## src/rtl/ex_muldiv_unit.sv

```systemverilog
// ex_muldiv_unit: RV32M iterative multiply/divide execute unit.
// Takes operands, func3 and rd from ID/EX, holds the pipeline via stall_out
// while running, and presents result_out/RD_out with a one-cycle done_out.
// Ports: clk, reset (async active-low), start_in, flush_in, func3_in,
//        Rd1_in, Rd2_in, RD_in -> stall_out, done_out, result_out, RD_out.
// Option: MULDIV_FAST_MUL_EN selects a single-cycle multiplier (IDLE->DONE).
module ex_muldiv_unit #(
  parameter int unsigned XLEN  = 32,
  parameter int unsigned CNT_W = 6
) (
  input  logic            clk,
  input  logic            reset,
  input  logic            start_in,
  input  logic            flush_in,
  input  logic [2:0]      func3_in,
  input  logic [XLEN-1:0] Rd1_in,
  input  logic [XLEN-1:0] Rd2_in,
  input  logic [4:0]      RD_in,
  output logic            stall_out,
  output logic            done_out,
  output logic [XLEN-1:0] result_out,
  output logic [4:0]      RD_out
);

  typedef enum logic [1:0] {
    IDLE  = 2'd0,
    CALC  = 2'd1,
    FIXUP = 2'd2,
    DONE  = 2'd3
  } state_e;

  localparam logic [XLEN-1:0] MIN_NEG = {1'b1, {(XLEN-1){1'b0}}};

  state_e            state_q, state_d;
  logic [CNT_W-1:0]  cnt_q, cnt_d;
  logic [XLEN-1:0]   hi_q, hi_d;        // product high half / partial remainder
  logic [XLEN-1:0]   lo_q, lo_d;        // multiplier bits / dividend-quotient
  logic [XLEN-1:0]   op_q, op_d;        // multiplicand / divisor magnitude
  logic [2:0]        func3_q, func3_d;
  logic              neg_q, neg_d;      // product or quotient needs negation
  logic              rem_neg_q, rem_neg_d;
  logic [4:0]        rd_q, rd_d;
  logic [XLEN-1:0]   result_q, result_d;
  logic [4:0]        rd_out_q, rd_out_d;

  // Launch-time decode
  logic            is_div;
  logic            sgn_a, sgn_b;
  logic            neg_a, neg_b;
  logic [XLEN-1:0] mag_a, mag_b;
  logic            div_zero, div_ovf;
  logic [XLEN-1:0] special_res;

  assign is_div   = func3_in[2];
  assign sgn_a    = (func3_in == 3'b001) || (func3_in == 3'b010) ||
                    (func3_in == 3'b100) || (func3_in == 3'b110);
  assign sgn_b    = (func3_in == 3'b001) || (func3_in == 3'b100) ||
                    (func3_in == 3'b110);
  assign neg_a    = sgn_a & Rd1_in[XLEN-1];
  assign neg_b    = sgn_b & Rd2_in[XLEN-1];
  assign mag_a    = neg_a ? -Rd1_in : Rd1_in;
  assign mag_b    = neg_b ? -Rd2_in : Rd2_in;
  assign div_zero = is_div && (Rd2_in == '0);
  assign div_ovf  = is_div && !func3_in[0] && (Rd1_in == MIN_NEG) && (Rd2_in == '1);

  always_comb begin
    special_res = '0;
    if (div_zero) begin
      special_res = func3_in[1] ? Rd1_in : '1;
    end else begin
      special_res = func3_in[1] ? '0 : MIN_NEG;
    end
  end

  // One iteration of shift-add (multiply) and restoring shift-subtract (divide)
  logic [XLEN:0] mul_sum;
  logic [XLEN:0] div_trial;
  logic [XLEN:0] div_diff;

  assign mul_sum   = {1'b0, hi_q} + (lo_q[0] ? {1'b0, op_q} : '0);
  assign div_trial = {hi_q, lo_q[XLEN-1]};
  assign div_diff  = div_trial - {1'b0, op_q};

  // Sign fix-up of the magnitude results
  logic [2*XLEN-1:0] prod_fix;
  logic [XLEN-1:0]   quo_fix, rem_fix;
  logic [XLEN-1:0]   fix_res;

  assign prod_fix = neg_q ? -{hi_q, lo_q} : {hi_q, lo_q};
  assign quo_fix  = neg_q ? -lo_q : lo_q;
  assign rem_fix  = rem_neg_q ? -hi_q : hi_q;

  always_comb begin
    fix_res = '0;
    if (func3_q[2]) begin
      fix_res = func3_q[1] ? rem_fix : quo_fix;
    end else if (func3_q == 3'b000) begin
      fix_res = prod_fix[XLEN-1:0];
    end else begin
      fix_res = prod_fix[2*XLEN-1:XLEN];
    end
  end

`ifdef MULDIV_FAST_MUL_EN
  logic [2*XLEN-1:0] fast_a, fast_b, fast_prod;
  logic [XLEN-1:0]   fast_res;

  // Sign-extend to full width; the low 2*XLEN bits of the product are then
  // correct for every signed/unsigned combination.
  assign fast_a    = {{XLEN{neg_a}}, Rd1_in};
  assign fast_b    = {{XLEN{neg_b}}, Rd2_in};
  assign fast_prod = fast_a * fast_b;
  assign fast_res  = (func3_in == 3'b000) ? fast_prod[XLEN-1:0]
                                          : fast_prod[2*XLEN-1:XLEN];
`endif

  always_comb begin
    state_d   = state_q;
    cnt_d     = cnt_q;
    hi_d      = hi_q;
    lo_d      = lo_q;
    op_d      = op_q;
    func3_d   = func3_q;
    neg_d     = neg_q;
    rem_neg_d = rem_neg_q;
    rd_d      = rd_q;
    result_d  = result_q;
    rd_out_d  = rd_out_q;

    case (state_q)
      IDLE: begin
        if (start_in && !flush_in) begin
          func3_d   = func3_in;
          rd_d      = RD_in;
          neg_d     = neg_a ^ neg_b;
          rem_neg_d = neg_a;
          hi_d      = '0;
          lo_d      = mag_a;
          op_d      = mag_b;
          cnt_d     = CNT_W'(XLEN - 1);
          if (div_zero || div_ovf) begin
            result_d = special_res;
            rd_out_d = RD_in;
            state_d  = DONE;
          end
`ifdef MULDIV_FAST_MUL_EN
          else if (!is_div) begin
            result_d = fast_res;
            rd_out_d = RD_in;
            state_d  = DONE;
          end
`endif
          else begin
            state_d = CALC;
          end
        end
      end
      CALC: begin
        if (func3_q[2]) begin
          if (!div_diff[XLEN]) begin
            hi_d = div_diff[XLEN-1:0];
            lo_d = {lo_q[XLEN-2:0], 1'b1};
          end else begin
            hi_d = div_trial[XLEN-1:0];
            lo_d = {lo_q[XLEN-2:0], 1'b0};
          end
        end else begin
          hi_d = mul_sum[XLEN:1];
          lo_d = {mul_sum[0], lo_q[XLEN-1:1]};
        end
        cnt_d = cnt_q - CNT_W'(1);
        if (cnt_q == '0) begin
          state_d = FIXUP;
        end
      end
      FIXUP: begin
        result_d = fix_res;
        rd_out_d = rd_q;
        state_d  = DONE;
      end
      DONE: begin
        state_d = IDLE;
      end
      default: begin
        state_d = IDLE;
      end
    endcase

    // Flush overrides any transition, including a result load this cycle.
    if (flush_in) begin
      state_d  = IDLE;
      result_d = result_q;
      rd_out_d = rd_out_q;
    end
  end

  always_ff @(posedge clk or negedge reset) begin
    if (!reset) begin
      state_q   <= IDLE;
      cnt_q     <= '0;
      hi_q      <= '0;
      lo_q      <= '0;
      op_q      <= '0;
      func3_q   <= '0;
      neg_q     <= 1'b0;
      rem_neg_q <= 1'b0;
      rd_q      <= '0;
      result_q  <= '0;
      rd_out_q  <= '0;
    end else begin
      state_q   <= state_d;
      cnt_q     <= cnt_d;
      hi_q      <= hi_d;
      lo_q      <= lo_d;
      op_q      <= op_d;
      func3_q   <= func3_d;
      neg_q     <= neg_d;
      rem_neg_q <= rem_neg_d;
      rd_q      <= rd_d;
      result_q  <= result_d;
      rd_out_q  <= rd_out_d;
    end
  end

  assign stall_out  = ((state_q == IDLE) && start_in && !flush_in) ||
                      (state_q == CALC) || (state_q == FIXUP);
  assign done_out   = (state_q == DONE);
  assign result_out = result_q;
  assign RD_out     = rd_out_q;

endmodule

```

## config.mk

```make
export PLATFORM = sky130hd
export DESIGN_NAME = ex_muldiv_unit
export DESIGN_NICKNAME = d
export VERILOG_FILES = /design/src/rtl/ex_muldiv_unit.sv
export SDC_FILE = /design/constraint.sdc
export NUM_CORES = 1
export LEC_CHECK = 0
export ABC_AREA = 1
export CAP_MARGIN = 10
export CORE_MARGIN = 5
export CORE_UTILIZATION = 45
export CTS_BUF_LIST = sky130_fd_sc_hd__clkbuf_4 sky130_fd_sc_hd__clkbuf_8 sky130_fd_sc_hd__clkbuf_16
export DETAILED_ROUTE_END_ITERATION = 10
export HOLD_SLACK_MARGIN = 0.05
export PLACE_DENSITY = 0.63
export SLEW_MARGIN = 0
export SYNTH_ARGS = -nofsm -noshare
export SYNTH_HDL_FRONTEND = slang
export SYNTH_SLANG_ARGS = --single-unit
```

## constraint.sdc

```tcl
create_clock -name clk -period 8.2 [get_ports clk]
set_input_delay 1.64 -clock clk [delete_from_list [all_inputs] [get_ports clk]]
set_output_delay 1.64 -clock clk [all_outputs]
set_load 0.1 [all_outputs]
```

---- Word level (Yosys, flattened, before mapping) ----
Index checks and enable logic that the tools add are counted.
operators by class
  $add $sub $neg .......................... 8
  eq/ne operators ......................... 13
  muxes and demuxes ....................... 33
  bitwise logic cells ..................... 4
  reductions and logical operators ........ 27
operators by type and width
  operator                number
  $mux W32                18
  $pmux W32 S2            3
  $neg A32 Y32            4
  $eq A32 B32 Y1 const B  2
  $mux W64                1
  $neg A64 Y64            1
  $add A32 B32 Y33        1
  $sub A33 B32 Y33        1
  $logic_not A32 Y1       1
  $pmux W6 S2             1
  $mux W5                 2
  $pmux W5 S2             1
  $logic_or A1 B1 Y1      8
  $mux W2                 4
  $pmux W2 S4             1
  $logic_and A1 B1 Y1     7
  $eq A3 B3 Y1 const B    2
  $logic_not A6 Y1        1
  $mux W6                 1
  $ne A3 B3 Y1 const B    2
  $reduce_and A2 Y1       3
  $sub A6 B1 Y6 const B   1
  $eq A2 B2 Y1 const B    2
  $ne A2 B2 Y1 const B    2
  other kinds (12)        15
storage, ports and cells
  register bits ........................... 151
  input bits .............................. 76
  output and inout port bits .............. 39
  logic and storage cells ................. 96

---- Longest topological paths before layout ----
  word-level depth ........................ 9
  gate-level depth with buffers ........... 18
  mapped depth without buffers ............ 18

---- Worst setup path after synthesis ----
No wires, ideal clock.
  path kind ............................... in2out
  from .................................... input start_in
  to ...................................... output stall_out
  arrival time ............................ 3049 ps
  data required time ...................... 6560 ps
  slack ................................... 3511 ps
  stages .................................. 6
  path buffers ............................ 2
  path through ............................ inv_1 -> nor3_4 -> inv_2 -> buf_2 -> clkbuf_1 -> nand3_1
between the ends
  word-level cells in the longest chain between the ends .. 4
RTL lines
  what                              RTL line  RTL
  from (decl)                       13        input logic start_in,
  $logic_and A1 B1 Y1 (2 in a row)  225       assign stall_out = ((state_q == IDLE) && start_in && !flush_in) ||
  $logic_or A1 B1 Y1                225
  $logic_or A1 B1 Y1                226       (state_q == CALC) || (state_q == FIXUP);
  to (decl)                         19        output logic stall_out,
Every way passes these cells.

---- Final worst setup path ----
  from .................................... input flush_in
  to ...................................... output stall_out
between the ends
  word-level cells in the longest chain between the ends .. 4
RTL lines
  what                 RTL line  RTL
  from (decl)          14        input logic flush_in,
  $logic_not A1 Y1     225
  $logic_and A1 B1 Y1  225
  $logic_or A1 B1 Y1   225
  $logic_or A1 B1 Y1   226
Every way passes these cells.

==> metrics <==
RSZ-0062 raised after global routing=no; final setup fails=0; Final Max Slew Viols=0; FMAX=0.173 GHz; post-synthesis cell count=3057; initial antenna violation count=2; crit path DAT=4.16 ns; max incr delay on CP=1.16 ns; CTS Root Cell=clkbuf_16; worst min-delay path class=reg -> reg; crit path cell chain=clkdlybuf4s50_1, nor3_4, inv_2, nand3_1, clkdlybuf4s50_1; DRC Markers=0; minimum clock period=5.80 ns; CTS Buf Count=17; H-tree depth=4; Iter 0 DRT Violations=2377; area of the mapped netlist=0.0178 mm2; Filler cells=4284; number of optimization iterations in the first detailed-route pass=8; Netlist cell types=53; Worst setup EP type=primary output; final core utilization=50.6%; final wirelength=73000 um; DP Wirelength=56900 um; min-delay src=RD_out[4]; NumNets Final=3243; Worst path slowest cell=clkdlybuf4s50_1; die area=0.0436 mm2; worst slew pin tran=1.13 ns; Post-CTS Resized=0; Post-CTS Setup Bufs=0; vias after detailed routing=20788; hold_buf cts=0; CTS Sinks=151; synthesized area per cell=5.82 um2; syn nets=3210; largest fanout on the critical path=24; layout cells sized above 1=4.90%; area delta synth->final=10.7%; cell mode on critical path=clkdlybuf4s50_1; first-pass GRT wire length=112000 um; FF+latch area=0.00378 mm2; register area share after synthesis=21.2%; CP startpoint=flush_in; input/output buffers=114; TritonCTS clock tree=yes; area occupied by multi-input gates=0.0120 mm2; FF-to-FF Start=state_q[1]; worst clock skew=0.0179 ns; largest net degree at the start of global routing=105; routed vias/inst=5.74; Bufs on Longest Clock Path=2; final hold viol count=0; reg2reg setup slack=4.47 ns; Wirelength per Cell=20.1 um; Ports=115; die width=209 um; vias in the first global route=18909; ant diodes=0; register bit total from synthesis=151; Warnings, synthesis=0; Die H=209 um; setup TNS=0 ns; Setup CP Type=in -> out; critical path launch point type=input port; Critical Path RT=6.56 ns; grt ovf=0; Antenna Nets Post-Route=0; std cell rows=72; clock latency at the later pin of the worst-skew pair=0.47 ns; Max Cap Viol=0; Worst-path clk slew=0.07 ns; Starting Density=45.7%; fin crit share=70.7%; Core Region=0.0389 mm2; GP Congestion=1.04; status=finished clean; GRT Util Overall=32.5%; Relative slew margins=24.7%
[metal layers]
metal	wire length, um	GRT usage, %	part of all wire (%)
met1	33500	49.5	46
met2	29400	45.6	40
met3	8010	7.39	11
met4	2040	9.14	2.8
met5	0	0	0
[cell usage after synthesis, drive strengths merged]
cell    count  area, um2
a21o        5       37.5
a21oi     207       1080
a22oi       1       7.51
a31o        4       35.0
a31oi      30        188
and2        2       12.5
buf        63        429
clkbuf     53        200
clkinv      6       28.8
dfrtp     151       3780
fa          2       40.0
ha         75        938
inv       351       1320
nand2     955       3650
nand3     298       1510
nand3b      8       60.1
nand4      40        256
nor2      369       1480
nor3       34        235
nor3b       2       20.0
nor4        9       56.3
o211ai     12       90.1
o21a        7       52.6
o21ai     258       1320
o21bai      6       45.0
o31ai       6       45.0
or2        14       90.1
xnor2      20        175
xor2       69        604
[through the flow]
| stage | hold WS [ns] | worst slack (ns) | cells | area (um2) |
|---|---|---|---|---|
| 2_1_floorplan | 0.454 | 3.51 | 3057 | 17800 |
| 3_3_place_gp | 0.466 | 2.38 | 3589 | 19100 |
| 3_5_place_dp | 0.469 | 2.37 | 3589 | 19100 |
| 4_1_cts | 0.495 | 2.36 | 3621 | 19700 |
| 5_1_grt | 0.513 | 2.23 | 3621 | 19700 |
| 6_report | 0.492 | 2.40 | 3621 | 19700 |
[kinds of logic after synthesis]
kind of cell,after synthesis,synth area share [%]
buf+inv,473,11.1
fa+ha+maj,77,5.50
simple gates,1731,41.4
flops,151,21.2
xor+xnor,89,4.38
compound gates,536,16.3
[sequential cells by signal, summed over array words and instances (netlist names)]
name,cells
hi_q,32
lo_q,32
op_q,32
result_out,32
cnt_q,6
RD_out,5
rd_q,5
func3_q,3
state_q,2
neg_q,1
rem_neg_q,1
[worst max-delay path: cells and delay by family]
kind / cells / cell delay [ns]
simple gates: 2 / 0.81
buf+inv: 3 / 1.70
[area by class of cell]
class | count | area share, %
clock buffer | 18 | 2.20
clock inverter | 14 | 0.922
inverter | 357 | 6.85
multi-input combinational | 2433 | 61.1
sequential | 151 | 19.2
tap | 518 | 3.29
timing repair buffer | 130 | 6.41
[layout by cell type (no fill, tap or decap), types with 6 or more instances in the layout]
| cell type | Yosys | layout |
|---|---|---|
| o21ai_0 | 229 | 229 |
| o31ai_1 | 6 | 6 |
| nor2_4 | 7 | 7 |
| clkdlybuf4s50_1 | 0 | 113 |
| nand4_1 | 39 | 39 |
| nand2_1 | 934 | 934 |
| a21oi_1 | 194 | 194 |
| nand2_2 | 19 | 19 |
| clkbuf_16 | 0 | 17 |
| a21oi_2 | 13 | 13 |
| or2_2 | 9 | 9 |
| xor2_1 | 69 | 69 |
| dfrtp_1 | 151 | 149 |
| nor4_1 | 9 | 9 |
| o21ai_1 | 24 | 24 |
| nor2_1 | 346 | 346 |
| buf_4 | 7 | 16 |
| nand3_1 | 294 | 294 |
| nor3_1 | 26 | 26 |
| o211ai_1 | 12 | 12 |
| ha_1 | 75 | 75 |
| inv_2 | 7 | 8 |
| xnor2_1 | 20 | 20 |
| o21bai_1 | 6 | 6 |
| nand3b_1 | 8 | 8 |
| inv_1 | 343 | 343 |
| nor2_2 | 16 | 16 |
| o21a_1 | 7 | 7 |
| a31oi_1 | 30 | 30 |
[worst paths after layout]
check / cells past startpoint / endpoint
hold / removal: 2 / RD_out[4]
setup / recovery: 5 / stall_out
max in group asynchronous: 2 / func3_q[2]
setup reg to reg: 11 / lo_q[0]
hold reg to reg: 2 / RD_out[4]
min in group asynchronous: 1 / rd_q[1]
Power is not shown: default switching activity piles up to over one toggle a cycle in this logic, so the estimate is an artifact.
